--- src/rtl/sd_wrrmux.sv ---
// N-input srdy/drdy weighted-round-robin arbiter/mux. The grant stays locked under
// backpressure and, in packet mode, until end-of-packet.
module sd_wrrmux #(
    parameter int unsigned width     = 8,
    parameter int unsigned inputs    = 4,
    parameter int unsigned weight_sz = 4,
    parameter int unsigned pkt_mode  = 0
) (
    input  logic                        clk,
    input  logic                        reset,
    input  logic [width*inputs-1:0]     c_data,
    input  logic [weight_sz*inputs-1:0] c_weight,
    input  logic [inputs-1:0]           c_eop,
    input  logic [inputs-1:0]           c_srdy,
    output logic [inputs-1:0]           c_drdy,
    output logic [width-1:0]            p_data,
    output logic                        p_eop,
    output logic [inputs-1:0]           p_grant,
    output logic                        p_srdy,
    input  logic                        p_drdy
);
    localparam int unsigned idx_sz = $clog2(inputs);
    localparam bit          PKT    = (pkt_mode != 0);

    logic [idx_sz-1:0]    r_cur;
    logic [idx_sz-1:0]    r_lock_idx;
    logic                 r_lock;
    logic                 r_midpkt;
    logic [weight_sz-1:0] r_cred [inputs];

    int unsigned          w_scan;
    logic [idx_sz-1:0]    w_sidx;
    logic                 w_found;
    logic [idx_sz-1:0]    w_cred_win;
    logic                 w_rr_found;
    logic [idx_sz-1:0]    w_rr_win;
    logic                 w_lock_ok;
    logic [idx_sz-1:0]    w_win;
    logic [idx_sz-1:0]    w_next;
    logic                 w_new_round;
    logic                 w_xfer;
    logic                 w_eop_sel;
    logic                 w_count;
    logic [weight_sz-1:0] w_reload [inputs];
    logic [weight_sz-1:0] w_res;

    always_comb begin
        for (int unsigned j = 0; j < inputs; j++) begin
            w_reload[j] = c_weight[j*weight_sz +: weight_sz];
            if (w_reload[j] == '0)
                w_reload[j] = weight_sz'(1);
        end
    end

    // Cyclic scan from r_cur: first credited requester, and first requester at all.
    always_comb begin
        w_scan     = '0;
        w_sidx     = '0;
        w_found    = 1'b0;
        w_cred_win = '0;
        w_rr_found = 1'b0;
        w_rr_win   = '0;
        for (int unsigned k = 0; k < inputs; k++) begin
            w_scan = (k + 32'(r_cur)) % inputs;
            w_sidx = w_scan[idx_sz-1:0];
            if (!w_found && c_srdy[w_sidx] && (r_cred[w_sidx] != '0)) begin
                w_found    = 1'b1;
                w_cred_win = w_sidx;
            end
            if (!w_rr_found && c_srdy[w_sidx]) begin
                w_rr_found = 1'b1;
                w_rr_win   = w_sidx;
            end
        end
    end

    // Credits only change on counted events, so a locked winner that was picked as a
    // new round still has zero credit when its counted event arrives.
    always_comb begin
        w_lock_ok = r_lock & c_srdy[r_lock_idx];
        if (w_lock_ok) begin
            w_win       = r_lock_idx;
            w_new_round = (r_cred[r_lock_idx] == '0);
        end else if (w_found) begin
            w_win       = w_cred_win;
            w_new_round = 1'b0;
        end else begin
            w_win       = w_rr_win;
            w_new_round = w_rr_found;
        end
        w_next = (w_win == idx_sz'(inputs - 1)) ? '0 : w_win + idx_sz'(1);
    end

    always_comb begin
        p_srdy  = |c_srdy;
        p_grant = '0;
        if (p_srdy)
            p_grant[w_win] = 1'b1;
        p_data    = c_data[32'(w_win)*width +: width];
        w_eop_sel = c_eop[w_win];
        p_eop     = w_eop_sel;
        c_drdy    = p_grant & {inputs{p_drdy}};
        w_xfer    = p_srdy & p_drdy;
        w_count   = w_xfer & (!PKT | w_eop_sel);
        w_res     = (w_new_round ? w_reload[w_win] : r_cred[w_win]) - weight_sz'(1);
    end

    always_ff @(posedge clk or negedge reset) begin
        if (!reset) begin
            r_cur      <= '0;
            r_lock     <= 1'b0;
            r_lock_idx <= '0;
            r_midpkt   <= 1'b0;
            for (int unsigned j = 0; j < inputs; j++)
                r_cred[j] <= '0;
        end else begin
            if (w_count) begin
                if (w_new_round)
                    for (int unsigned j = 0; j < inputs; j++)
                        r_cred[j] <= w_reload[j];
                r_cred[w_win] <= w_res;
                r_cur         <= (w_res != '0) ? w_win : w_next;
            end
            if (p_srdy && !p_drdy) begin
                r_lock     <= 1'b1;
                r_lock_idx <= w_win;
            end else if (PKT && w_xfer && !w_eop_sel) begin
                r_lock     <= 1'b1;
                r_lock_idx <= w_win;
                r_midpkt   <= 1'b1;
            end else if (w_count) begin
                r_lock   <= 1'b0;
                r_midpkt <= 1'b0;
            end else if (!p_srdy && !r_midpkt) begin
                r_lock <= 1'b0;
            end
        end
    end
endmodule

--- config.mk ---
export PLATFORM = sky130hd
export DESIGN_NAME = sd_wrrmux
export DESIGN_NICKNAME = d
export VERILOG_FILES = /design/src/rtl/sd_wrrmux.sv
export SDC_FILE = /design/constraint.sdc
export NUM_CORES = 1
export LEC_CHECK = 0
export BUFFER_PORTS_ARGS = -buffer_cell sky130_fd_sc_hd__clkbuf_2
export CORE_MARGIN = 8
export CORE_UTILIZATION = 57
export DETAILED_ROUTE_END_ITERATION = 8
export PLACE_DENSITY = 0.91
export SYNTH_ARGS = -nofsm -noshare
export SYNTH_HDL_FRONTEND = slang
export SYNTH_SLANG_ARGS = --single-unit
export TNS_END_PERCENT = 5
--- constraint.sdc ---
create_clock -name clk -period 7.03 [get_ports clk]
set_clock_uncertainty 0.2 [all_clocks]
set_input_delay 0.3515 -clock clk [delete_from_list [all_inputs] [get_ports clk]]
set_output_delay 0.3515 -clock clk [all_outputs]
set_load 0.01 [all_outputs]
* After elaboration in Yosys (flattened, before gate mapping) *
Index checks and enable logic that the tools add are counted.

storage, ports and cells
  bits of input ports = 59
  bits in latches = 0
  memories kept = 0
  bits in writable memories = 0
  output and inout bits = 18
  logic and storage cells = 141
  register bits after elaboration = 21
  bits in read-only memories = 0

operators by class
  eq/ne operators = 1
  multipliers = 0
  reduce and logical (&&, ||, !) cells = 33
  multiplexer cells = 71
  bitwise gates (word level) = 9
  divide/modulo/power cells = 0
  shift operators = 1
  add/sub/neg operators = 5
  $lt $le $gt $ge = 14

operator list
  operator                                                                      number
  4-bit 2-to-1 mux                                                              21
  4-bit binary-select mux with 2-bit select                                     7
  16-bit 2-to-1 mux                                                             2
  32-bit by 6-bit variable part select with 8-bit output                        1
  2-bit 2-to-1 mux                                                              12
  4-bit logical NOT                                                             5
  1-bit 2-to-1 mux                                                              20
  4-bit nonzero test                                                            5
  3-bit greater-or-equal comparator, second input constant                      6
  2-bit by 3-bit less-than comparator with 1-bit output, second input constant  6
  2-bit inverter with 3-bit output                                              6
  16-bit bitwise mux                                                            1
  1-bit logical AND                                                             13
  1-bit binary-select mux with 2-bit select                                     6
  4-bit demux with 2-bit select                                                 1
  1-bit logical NOT                                                             8
  2-bit adder, first input constant                                             2
  4-bit bitwise AND                                                             1
  4-bit OR reduction                                                            1
  4-bit by 1-bit subtractor with 4-bit output, second input constant            1
  3-bit by 1-bit less-than comparator with 1-bit output, second input constant  1
  3-bit nonzero test                                                            1
  1-bit by 2-bit adder with 2-bit output, first input constant                  1
  2-bit by 1-bit adder with 2-bit output, second input constant                 1
  4 further kinds                                                               5

* Logic depth before layout (Yosys ltp) *
  depth in word-level cells = 29
  mapped depth = 18
  mapped depth without buffers = 16

* Worst setup path after synthesis *
Ideal clock, no wire load.

  path type = register to register
  from = register r_cred[0] in the netlist's numbering
  to = register r_cur[0]
  cell stages (with the launch flop) = 17
  clock period less this slack = 4,125 ps
  setup time = 87 ps
  data arrival time = 3,838 ps
  data required time = 6,743 ps
  path buffers = 2
  setup slack = 2,905 ps
  cells stage by stage = dfrtp_1 > or4_4 > o22ai_2 > o311a_1 > and4_1 > a31oi_1 > a21oi_1 > buf_2 > buf_2 > nand2_1 > a311oi_1 > a21oi_1 > ha_1 > xor2_2 > nand2_1 > or4b_1 > o211ai_1

on the way
  cells in the longest elaborated chain, start to end = 28
  elaborated cells between the ends (all ways) = 56
  classes of those cells = add/sub: 2; eq/ne: 1; mux: 36; bitwise: 1; reduce/logical: 16

RTL lines
  what                                                    RTL line  RTL
  start: declaration                                      29        logic [weight_sz-1:0] r_cred [inputs];
  start signal: indexed assignment                        120       r_cred[j] <= w_reload[j];
  start signal: indexed assignment                        121       r_cred[w_win] <= w_res;
  4-bit binary-select mux with 2-bit select               66        if (!w_found && c_srdy[w_sidx] && (r_cred[w_sidx] != '0)) begin
  4-bit 2-to-1 mux (not written as such) (2 in a row)     66
  4-bit nonzero test                                      66
  1-bit logical AND                                       66
  1-bit 2-to-1 mux                                        66
  1-bit logical NOT                                       66
  1-bit logical AND (2 in a row)                          66
  1-bit 2-to-1 mux                                        66
  [9 not listed]                                          --
  2-bit 2-to-1 mux                                        81        if (w_lock_ok) begin
  2-bit inverter with 3-bit output (not written as such)  105       w_res = (w_new_round ? w_reload[w_win] : r_cred[w_win]) - weight_sz'(1);
  4-bit binary-select mux with 2-bit select               105
  4-bit 2-to-1 mux (not written as such) (2 in a row)     105
  4-bit 2-to-1 mux                                        105
  4-bit by 1-bit subtractor with 4-bit output             105
  4-bit nonzero test                                      122       r_cur <= (w_res != '0) ? w_win : w_next;
  2-bit 2-to-1 mux *                                      122
  end signal: assignment                                  122
  end: declaration                                        25        logic [idx_sz-1:0] r_cur;

Mark *: on every way between the ends. The rest lies on a longest branch, timed or not. The select of a mux whose other input is x is not followed.
A chain may end at the register's enable or synchronous reset.

* Final worst setup path *
  from = register r_cred[9] in the netlist's numbering
  to = register r_cur[1]

Same word-level chain as after synthesis.

==> qor.csv <==
stage,metric,value,unit
status,status,finished clean,
logic_synthesis,post-synthesis net count,401,
critical_path,R2R setup slack,1.65,ns
critical_path,CP required,6.98,ns
logic_synthesis,"Top FF cell, synth",dfrtp_1,
critical_path,FF-to-FF Start,r_cred[9]$_DFFE_PN0P_,
logic_synthesis,sequential-to-total area share from yosys stat,19.69,%
cts,"Clk pin slew, worst setup/hold paths",0.08,ns
detailed_routing,drt wl/cell,19.03,µm
min_path,WHS Endpoint,r_lock$_DFFE_PN0P_,
job,maxcap violations,0,
logic_synthesis,"flops & latches, synth",21,
logic_synthesis,Post-synth EDFFs,0,
detailed_routing,post-route ant nets,0,
min_path,Worst Hold Launch,p_drdy,
detailed_routing,Post-Route WL,8546,µm
cts,H-Tree Depth,1,
timing,final setup fails,0,
floorplanning,I/O Pins,77,
detailed_routing,Post-route DRC,0,
layout,Fillers,377,
timing,final critical-path share of the clock period,76.47,%
floorplanning,Initial Util,57.65,%
detailed_routing,DR pass1 iterations,5,
min_path,hold crit path type,input pin to register,
logic_synthesis,Syn Area/Cell,7.943,µm²
logic_synthesis,Mapped Cells,336,
cts,TritonCTS Sinks,21,
placement,RD Place Congestion,0.9709,
grt,initial antenna violation count,0,
grt,vias in the first global route,3040,
timing,slew margin rel.,33.56,%
timing,max-slew violations,0,
floorplanning,Cell Rows,25,
grt,largest net degree at the start of global routing,31,
critical_path,RR Endpoint,r_cur[1]$_DFFE_PN0P_,
layout,share of layout cells above drive strength 1,29.62,%
detailed_routing,DR vias/cell,6.626,
floorplanning,CORE AREA,4629,µm²
timing,Least-Margin Pin Slew,0.9944,ns
timing,Tmin final,5.376,ns
layout,Syn-to-layout area delta,15.00,%
logic_synthesis,"Distinct cells, synth",61,
detailed_routing,DR iter-0 viols,267,
grt,first-pass GRT wire length,14140,µm
grt,GRT overflow,0,
logic_synthesis,"Async S/R FF share, synth",100.0,%
timing,"Hold Vio Cnt, Final",0,
logic_synthesis,"Cell Area, Synth",2669,µm²
floorplanning,Die Width,84.43,µm
min_path,hold path cells,2,
cts,Clock Tree Buf Depth,2,
detailed_routing,via count,2975,
cts,post-CTS sizing,0,
timing,unrepaired setup endpoints after global routing,false,
floorplanning,die height,84.43,µm
logic_synthesis,Synthesis Warnings,0,
layout,Antenna Cells,0,
critical_path,Setup CP Type,register to register,
cts,Root Driver,clkbuf_8,
timing,fmax,186.0,MHz
critical_path,crit path max fanout,30,
cts,CTS tree,done,
cts,TritonCTS Buffers,3,
grt,GRT Util Overall,23.86,%
placement,I/O Buffers,76,
critical_path,WP data arrival,5.33,ns
layout,Nets,461,
timing,setup TNS,0,ns
critical_path,Reg2Reg Depth,16,
floorplanning,Die ar.,7128,µm²
cts,worst skew pair latency,0.27,ns
critical_path,Worst Setup Start Kind,register,
critical_path,Critical Path Sink Type,register,
placement,Post-DP HPWL,6430,µm
-- synth_stat cells, drive strengths merged (2+ instances only) --
cell | count | area share [%]
o311a | 4 | 1.5
a31o | 2 | 0.98
mux4 | 4 | 3.4
or2 | 3 | 0.70
nor2 | 41 | 6.5
and2 | 4 | 0.94
a21o | 3 | 0.84
o21ai | 21 | 3.9
o211ai | 2 | 0.56
o41ai | 5 | 1.9
o2111ai | 2 | 0.66
or4 | 4 | 1.5
a221oi | 2 | 0.66
a31oi | 9 | 2.1
or3 | 4 | 0.94
mux2 | 13 | 5.6
inv | 11 | 1.6
buf | 13 | 3.2
nor3 | 17 | 3.2
nand2b | 6 | 1.4
o22a | 3 | 0.98
a32oi | 2 | 0.94
nor4 | 3 | 0.70
or4b | 2 | 0.75
mux2i | 30 | 11
clkbuf | 11 | 1.6
nand3 | 3 | 0.56
o22ai | 3 | 1.2
dfrtp | 21 | 20
and3 | 7 | 1.6
a211oi | 2 | 0.56
o32ai | 2 | 0.94
a21oi | 32 | 6.0
nand2 | 27 | 3.8
ha | 6 | 2.8
-- flip-flops by register name, indices dropped and copies added, names as in the netlist --
name	flops
r_cur	2
r_cred	16
r_lock_idx	2
r_lock	1
-- cells in the final DEF (no fill, tap or decap), types with 2 or more instances in the layout --
master / count
mux2_2: 12
clkbuf_2: 76
buf_4: 2
and2_1: 4
a221oi_1: 2
inv_1: 9
o21ai_0: 21
nor3_1: 17
clkbuf_8: 3
ha_1: 6
mux4_2: 4
o41ai_1: 4
a21oi_1: 31
or4_4: 3
nor2_1: 39
dfrtp_1: 21
a211oi_1: 2
or3_1: 4
o311a_1: 4
nor4_1: 3
nand2b_1: 6
mux2i_1: 30
o22ai_2: 2
a31oi_1: 9
or4b_1: 2
o211ai_1: 2
nand3_1: 3
and3_1: 7
o2111ai_1: 2
o22a_1: 3
nand2_1: 27
or2_2: 3
a21o_1: 3
-- metal layers --
metal  wire (µm)  vias to the layer above  global-route usage [%]
met1        3325                     1355                   27.43
li1            -                     1371                       -
met2        4022                      209                   40.33
met5           0                        -                       0
met4         311                        0                   10.36
met3         885                       40                   6.634
-- cells by family (layout without fill, tap and decap cells) --
logic type | Yosys count | count (layout) | synth area share, %
flops | 21 | 21 | 19.69
xor+xnor | 1 | 1 | 0.6096
simple gates | 126 | 126 | 24.10
buf+inv | 35 | 94 | 6.470
fa+ha+maj | 6 | 6 | 2.813
compound gates | 100 | 100 | 26.07
mux | 47 | 47 | 20.25
-- critical path: stages (launching register included) --
cell and delay (ns):
dfrtp_1 0.46, o41ai_1 0.84, a21o_1 0.21, o311a_1 0.25, and4_1 0.20, a31oi_1 0.17, a21oi_4 0.83, inv_2 0.27
nand2_1 0.14, and3_1 0.16, a31oi_1 0.04, a21oi_1 0.24, ha_1 0.24, xor2_2 0.28, nand2_1 0.14, o311a_1 0.31
a221oi_1 0.26
-- area by class of cell --
cell class                      instances  area, µm²  area share [%]
Multi-Input combinational cell        280       1982           64.57
Inverter                               11      43.79           1.427
Timing Repair Buffer                   79      405.4           13.21
Clock buffer                            4      45.04           1.468
Sequential cell                        21      525.5           17.12
Tap cell                               54      67.56           2.201
-- worst max path at each step --
stage | startpoint | to | slack [ns] | cells past startpoint
2_1_floorplan | r_cred[0]$_DFFE_PN0P_ | r_cur[0]$_DFFE_PN0P_ | 2.91 | 16
4_1_cts | r_cred[9]$_DFFE_PN0P_ | r_cur[1]$_DFFE_PN0P_ | 1.72 | 16
5_1_grt | r_cred[9]$_DFFE_PN0P_ | r_cur[0]$_DFFE_PN0P_ | 1.35 | 16
3_5_place_dp | r_cred[9]$_DFFE_PN0P_ | r_cur[1]$_DFFE_PN0P_ | 1.75 | 16
6_report | r_cred[9]$_DFFE_PN0P_ | r_cur[1]$_DFFE_PN0P_ | 1.65 | 16
3_3_place_gp | r_cred[9]$_DFFE_PN0P_ | r_cur[0]$_DFFE_PN0P_ | 1.87 | 16
-- per-stage QoR --
| stage | util [%] | setup slack (ns) | hold WS (ns) | instances | instance area [µm²] |
|---|---|---|---|---|---|
| 6_report | 66.30 | 1.654 | 0.1140 | 449 | 3069 |
| 5_1_grt | 66.30 | 1.349 | 0.1266 | 449 | 3069 |
| 4_1_cts | 66.30 | 1.724 | 0.1175 | 449 | 3069 |
| 3_5_place_dp | 65.11 | 1.747 | 0.1670 | 444 | 3014 |
| 3_3_place_gp | 65.11 | 1.873 | 0.1460 | 444 | 3014 |
| 2_1_floorplan | - | 2.905 | -0.1441 | 336 | 2669 |
-- what timing repair did --
action,in CTS,in global routing
hold buffers,1,0
buffers inserted,0,0
endpoints found under the hold margin,21,0
Power is left out: the tool's default activity adds up to more than one toggle a clock period on the data nets, which glitch-free logic cannot reach.
